## config.mk

```make
export PLATFORM = sky130hd
export DESIGN_NAME = pipe_ctrl
export DESIGN_NICKNAME = d
export VERILOG_FILES = /design/src/rtl/pipe_ctrl_pkg.sv /design/src/rtl/pipe_ctrl_load_use.sv /design/src/rtl/pipe_ctrl.sv
export SDC_FILE = /design/constraint.sdc
export NUM_CORES = 1
export LEC_CHECK = 0
export BUFFER_PORTS_ARGS = -buffer_cell sky130_fd_sc_hd__buf_2
export CAP_MARGIN = 20
export CORE_MARGIN = 3
export CORE_UTILIZATION = 41
export DETAILED_ROUTE_END_ITERATION = 8
export PLACE_DENSITY_LB_ADDON = 0.05
export SLEW_MARGIN = 0
export SYNTH_ARGS = -nofsm -noshare
export SYNTH_HDL_FRONTEND = slang
export SYNTH_SLANG_ARGS = --single-unit
```

## constraint.sdc

```tcl
create_clock -name clk -period 1.95 [get_ports clk]
set_input_delay 0 -clock clk [delete_from_list [all_inputs] [get_ports clk]]
set_output_delay 0 -clock clk [all_outputs]
set_load 0.005 [all_outputs]
```

## src/rtl/pipe_ctrl_pkg.sv

```systemverilog
// Shared widths, stall vectors and FSM encodings for the pipeline sequencing controller.
package pipe_ctrl_pkg;

  localparam int REG_ADDR_W = 5;
  localparam int DATA_W     = 32;
  localparam int STALL_W    = 6;

  localparam logic [REG_ADDR_W-1:0] ZERO_REG_ADDR = '0;
  localparam logic [DATA_W-1:0]     ZERO_WORD     = '0;

  localparam int STALL_PC  = 0;
  localparam int STALL_IF  = 1;
  localparam int STALL_ID  = 2;
  localparam int STALL_EX  = 3;
  localparam int STALL_MEM = 4;
  localparam int STALL_WB  = 5;

  localparam logic [STALL_W-1:0] STALL_NONE  = 6'b000000;
  localparam logic [STALL_W-1:0] STALL_FRONT = 6'b001111;
  localparam logic [STALL_W-1:0] STALL_TO_EX = 6'b000111;

  typedef enum logic [1:0] {
    PIPE_RUN        = 2'd0,
    PIPE_LOAD_STALL = 2'd1,
    PIPE_MC_WAIT    = 2'd2,
    PIPE_FLUSH      = 2'd3
  } pipe_state_e;

  // r0 is hard-wired to zero, so reading it never depends on an in-flight load.
  function automatic logic port_hit(input logic                  en,
                                    input logic [REG_ADDR_W-1:0] addr,
                                    input logic [REG_ADDR_W-1:0] wr_addr);
    return en && (addr == wr_addr) && (addr != ZERO_REG_ADDR);
  endfunction

endpackage

```

## src/rtl/pipe_ctrl_load_use.sv

```systemverilog
// load_use_detect: flags an ID read that depends on the register a load in EX is writing.
module load_use_detect
  import pipe_ctrl_pkg::*;
(
  input  logic                  reg_read_en_1,
  input  logic [REG_ADDR_W-1:0] reg_addr_1,
  input  logic                  reg_read_en_2,
  input  logic [REG_ADDR_W-1:0] reg_addr_2,
  input  logic                  ex_load,
  input  logic                  ex_write_reg_en,
  input  logic [REG_ADDR_W-1:0] ex_write_reg_addr,
  output logic                  lu_hit
);

  logic hit_1;
  logic hit_2;

  assign hit_1  = port_hit(reg_read_en_1, reg_addr_1, ex_write_reg_addr);
  assign hit_2  = port_hit(reg_read_en_2, reg_addr_2, ex_write_reg_addr);
  assign lu_hit = ex_load & ex_write_reg_en & (hit_1 | hit_2);

endmodule

```

## src/rtl/pipe_ctrl.sv

```systemverilog
// Pipeline sequencing controller: load-use bubble, multi-cycle EX freeze with watchdog,
// two-cycle exception flush. Optional ID-stall cycle counter under PIPE_STALL_CNT_EN.
module pipe_ctrl
  import pipe_ctrl_pkg::*;
#(
  parameter int MC_MAX_CYCLES = 40
) (
  input  logic                  clk,
  input  logic                  rst,
  input  logic                  reg_read_en_1,
  input  logic [REG_ADDR_W-1:0] reg_addr_1,
  input  logic                  reg_read_en_2,
  input  logic [REG_ADDR_W-1:0] reg_addr_2,
  input  logic                  ex_load,
  input  logic                  ex_write_reg_en,
  input  logic [REG_ADDR_W-1:0] ex_write_reg_addr,
  input  logic                  ex_mc_start,
  input  logic                  ex_mc_done,
  input  logic                  flush_req,
  output logic [STALL_W-1:0]    stall,
  output logic                  flush,
  output logic                  mc_timeout,
  output logic [DATA_W-1:0]     stall_cycles,
  output pipe_state_e           dbg_state
);

  localparam int CNT_W = $clog2(MC_MAX_CYCLES + 1);
  localparam logic [CNT_W-1:0] CNT_MAX = CNT_W'(MC_MAX_CYCLES);

  pipe_state_e        state_q, state_d;
  logic [CNT_W-1:0]   mc_cnt_q, mc_cnt_d;
  logic [STALL_W-1:0] stall_c;
  logic               flush_c;
  logic               timeout_c;
  logic               lu_hit;

  load_use_detect u_load_use_detect (
    .reg_read_en_1     (reg_read_en_1),
    .reg_addr_1        (reg_addr_1),
    .reg_read_en_2     (reg_read_en_2),
    .reg_addr_2        (reg_addr_2),
    .ex_load           (ex_load),
    .ex_write_reg_en   (ex_write_reg_en),
    .ex_write_reg_addr (ex_write_reg_addr),
    .lu_hit            (lu_hit)
  );

  always_ff @(posedge clk or posedge rst) begin
    if (rst) begin
      state_q  <= PIPE_RUN;
      mc_cnt_q <= '0;
    end else begin
      state_q  <= state_d;
      mc_cnt_q <= mc_cnt_d;
    end
  end

  always_comb begin
    state_d   = state_q;
    mc_cnt_d  = mc_cnt_q;
    stall_c   = STALL_NONE;
    flush_c   = 1'b0;
    timeout_c = 1'b0;
    case (state_q)
      PIPE_RUN: begin
        if (flush_req) begin
          flush_c = 1'b1;
          state_d = PIPE_FLUSH;
        end else if (ex_mc_start) begin
          stall_c  = STALL_FRONT;
          mc_cnt_d = CNT_W'(1);
          state_d  = PIPE_MC_WAIT;
        end else if (lu_hit) begin
          stall_c = STALL_TO_EX;
          state_d = PIPE_LOAD_STALL;
        end
      end
      PIPE_LOAD_STALL: begin
        if (flush_req) begin
          flush_c = 1'b1;
          state_d = PIPE_FLUSH;
        end else begin
          state_d = PIPE_RUN;
        end
      end
      PIPE_MC_WAIT: begin
        // The counter never passes CNT_MAX: reaching it forces the exit below.
        if (flush_req) begin
          flush_c  = 1'b1;
          mc_cnt_d = '0;
          state_d  = PIPE_FLUSH;
        end else if (ex_mc_done) begin
          mc_cnt_d = '0;
          state_d  = PIPE_RUN;
        end else if (mc_cnt_q == CNT_MAX) begin
          timeout_c = 1'b1;
          mc_cnt_d  = '0;
          state_d   = PIPE_RUN;
        end else begin
          stall_c  = STALL_FRONT;
          mc_cnt_d = mc_cnt_q + CNT_W'(1);
        end
      end
      PIPE_FLUSH: begin
        flush_c = 1'b1;
        state_d = flush_req ? PIPE_FLUSH : PIPE_RUN;
      end
      default: state_d = PIPE_RUN;
    endcase
  end

  // Outputs are combinational from inputs, so they are masked while reset is held.
  assign stall      = rst ? STALL_NONE : stall_c;
  assign flush      = rst ? 1'b0 : flush_c;
  assign mc_timeout = rst ? 1'b0 : timeout_c;
  assign dbg_state  = state_q;

`ifdef PIPE_STALL_CNT_EN
  logic [DATA_W-1:0] stall_cnt_q;

  always_ff @(posedge clk or posedge rst) begin
    if (rst) begin
      stall_cnt_q <= ZERO_WORD;
    end else if (stall[STALL_ID]) begin
      stall_cnt_q <= stall_cnt_q + DATA_W'(1);
    end
  end

  assign stall_cycles = stall_cnt_q;
`else
  assign stall_cycles = ZERO_WORD;
`endif

endmodule

```

==> key figures <==
Pwr
  – Leakage: ~0.54 nW
  – Worst ir drop on vdd: between 200 and 250 uV
  – Power density cells: 465 mW/mm^2

STA
  – Period utilization: a little over nine tenths
  – Post-route minimum period: 1830 ps
  – FMAX: roughly 550 MHz
  – Final slew viol count: 0
  – Worst setup margin: 120 ps
  – Final hold viol count: 0
  – Clk_skew: between 1.5 and 2 ps
  – RSZ-0062 raised after global routing: false
  – Endpoints failing setup: 0
  – Setup TNS: 0 ps

Run status
  – Outcome: complete, no violations

Setup path
  – Worst r2r path cells: 7
  – Critical Path RT: 1950 ps
  – Max FO, Critical Path: 8
  – Data arrival time of the critical path: about 1800 ps
  – Crit Path Category: reg2out
  – CP Capture Type: primary output
  – Setup crit start kind: flop

Yosys
  – Synth area leaders: buf_4 (29%), dfrtp_1 (21%), xor2_1 (7.5%)
  – Mux cell area share after synthesis: 0%
  – Simple-gate area share of the yosys netlist: between 20 and 25%
  – Cell area after synthesis: about 930 um^2
  – Avg Inst Size Synth: 8.06 um^2
  – Synth unique cells: 29
  – Post-synth ARST share: 100%
  – Largest family of logic cells by synthesized area: buffers and inverters
  – Post-synth top area share: roughly 29%
  – Synth Warn #: 0
  – Synth top cells by count: buf_4 (36), dfrtp_1 (8), xor2_1 (8), nor2_1 (7)
  – Biggest area consumer among synthesized cells: buf_4
  – Top-count cell post-synth: buf_4
  – XOR/XNOR share of the synthesized area: under 10%
  – Synth Register Bits: 8
  – Compound-cell area share of the yosys netlist: 15.7%
  – Adder-Cell Fraction of Synth Area: 2.68%
  – Sequential fraction of the synthesis area: between 20% and 30%
  – Number of synthesized flops with an enable pin: 0
  – Cells after Synth: 116
  – Synth Flop Type: dfrtp_1

Drt
  – Detailed Route WL: between 1500 and 2000 um
  – Via Count: slightly above 800
  – Residual DRC count: 0
  – Initial drt markers: 19
  – Pre-antenna DRT Iters: 4
  – Wirelength per Cell: 11.2 um
  – Vias/cell: between 4 and 5
  – Post-DRT Antenna Nets: 0

Placement
  – Post-Place Setup Slack: 273 ps
  – DP HPWL: between 1500 and 2000 um
  – GPL Wtd Cong: 0.757
  – PortBufs: 31

Floorplan
  – Top Ports: 66
  – Die X: between 50 and 60 um
  – Initial Util: between 40% and 50%
  – Chip Height: about 54 um
  – Core Box Area: ~0.0021 mm^2
  – Rows: 16
  – Die Area: between 0.002 and 0.003 mm^2

Clock tree
  – CTS max path bufs: 2
  – # clock sinks: 8
  – Post-CTS Resized: 0
  – H-tree depth: 1
  – Worst-Skew Late Latency: roughly 250 ps
  – Num CTS Buffers: 3
  – Root Driver: clkbuf_4
  – Reg clk slew, reported paths: 50 ps
  – CTS tree: built

Run
  – Max cap viols: 0

Layout
  – Layout cells sized above 1: 28.2%
  – Diodes inserted: 0
  – Filler cells: roughly 220
  – Area delta synth->final: 8.84%
  – NumNets Final: roughly 180

Global route
  – First-pass GRT wire length: 2940 um
  – Gr usage total: 14.3%
  – Initial antenna violation count: 0
  – Largest net degree at the start of global routing: 9
  – Vias in the first global route: ~710
  – Remaining Overflow, GRT: 0

Hold path
  – Hold/Removal Path Class: in2reg
  – Cells on Worst Hold Path: 2
-- cell families (layout without fill, tap and decap cells) --
family | count (synthesis) | count (layout)
AOI/OAI and AO/OA | 20 | 20
other | 1 | 34
adders and majority gates | 2 | 2
buffers and inverters | 39 | 39
and+or+nand+nor | 38 | 38
DFF | 8 | 8
xor gates and xnor gates | 8 | 8
-- path summary, 6_finish.rpt --
path | from | endpoint | slack, ps
max | dbg_state[0] | stall[1] | 120
min reg2reg | mc_cnt_q[2] | mc_cnt_q[2] | 510
min | ex_mc_start | mc_cnt_q[0] | 20
max in group asynchronous | rst | dbg_state[1] | 1400
min in group asynchronous | rst | mc_cnt_q[5] | 290
max reg2reg | mc_cnt_q[0] | mc_cnt_q[5] | 330
-- placed cells by master, fill, tap and decap left out, types with 4 or more instances in the layout --
cell,instances
nor3_1,6
xor2_1,8
buf_2,31
nand2_1,6
o21ai_0,5
nand3_1,4
conb_1,34
nand4_1,4
dfrtp_1,8
nor2_1,7
-- registers in the layout (all words and copies together) (netlist names) --
register   count
dbg_state      2
mc_cnt_q       6
-- through the flow --
step | utilization [%] | hold WS (ps) | total power, mW | area, um^2 | std cells
after floorplan | - | -184 | 0.332 | 1060 | 149
after global placement | 47.4 | 42.0 | 0.339 | 977 | 171
after detailed placement | 47.4 | 31.0 | 0.345 | 977 | 171
after CTS | 49.3 | 20.8 | 0.478 | 1020 | 176
after global routing | 49.3 | 41.9 | 0.509 | 1020 | 176
final | 49.3 | 20.1 | 0.473 | 1020 | 176
-- routing by layer --
metal	vias up	track usage, %	wire [um]
li1	401	-	-
met1	373	15.2	708
met2	40	26.2	1060
met3	4	2.49	176
met4	0	7.66	27
met5	-	0	0
-- worst max-delay path, stage by stage, from the launching register on --
cell      delay (ps)
dfrtp_1          440
or4b_4           580
a21oi_4          150
a21oi_1           80
o211ai_2         190
buf_2            140
-- area by class of cell --
cell class              instances  area, um^2  share of cell area (%)
multi-input cells             102         577                    56.7
flip-flops and latches          8         200                    19.7
repair buffers                 33         173                    17.0
well taps                      27        33.8                    3.32
clock buffers                   3        22.5                    2.21
inverters                       3        11.3                    1.11
-- power by group --
part	internal [mW]	switching, mW
logic	0.0618	0.0827
registers	0.181	0.0183
clock network	0.0706	0.0590
-- repair_timing --
action                                  in CTS  in global routing
hold buffers                                 1                  0
endpoints found under the setup margin       3                  0
hold endpoints to repair                     8                  0
setup buffers                                1                  0
(Power assumes the default switching activity.)
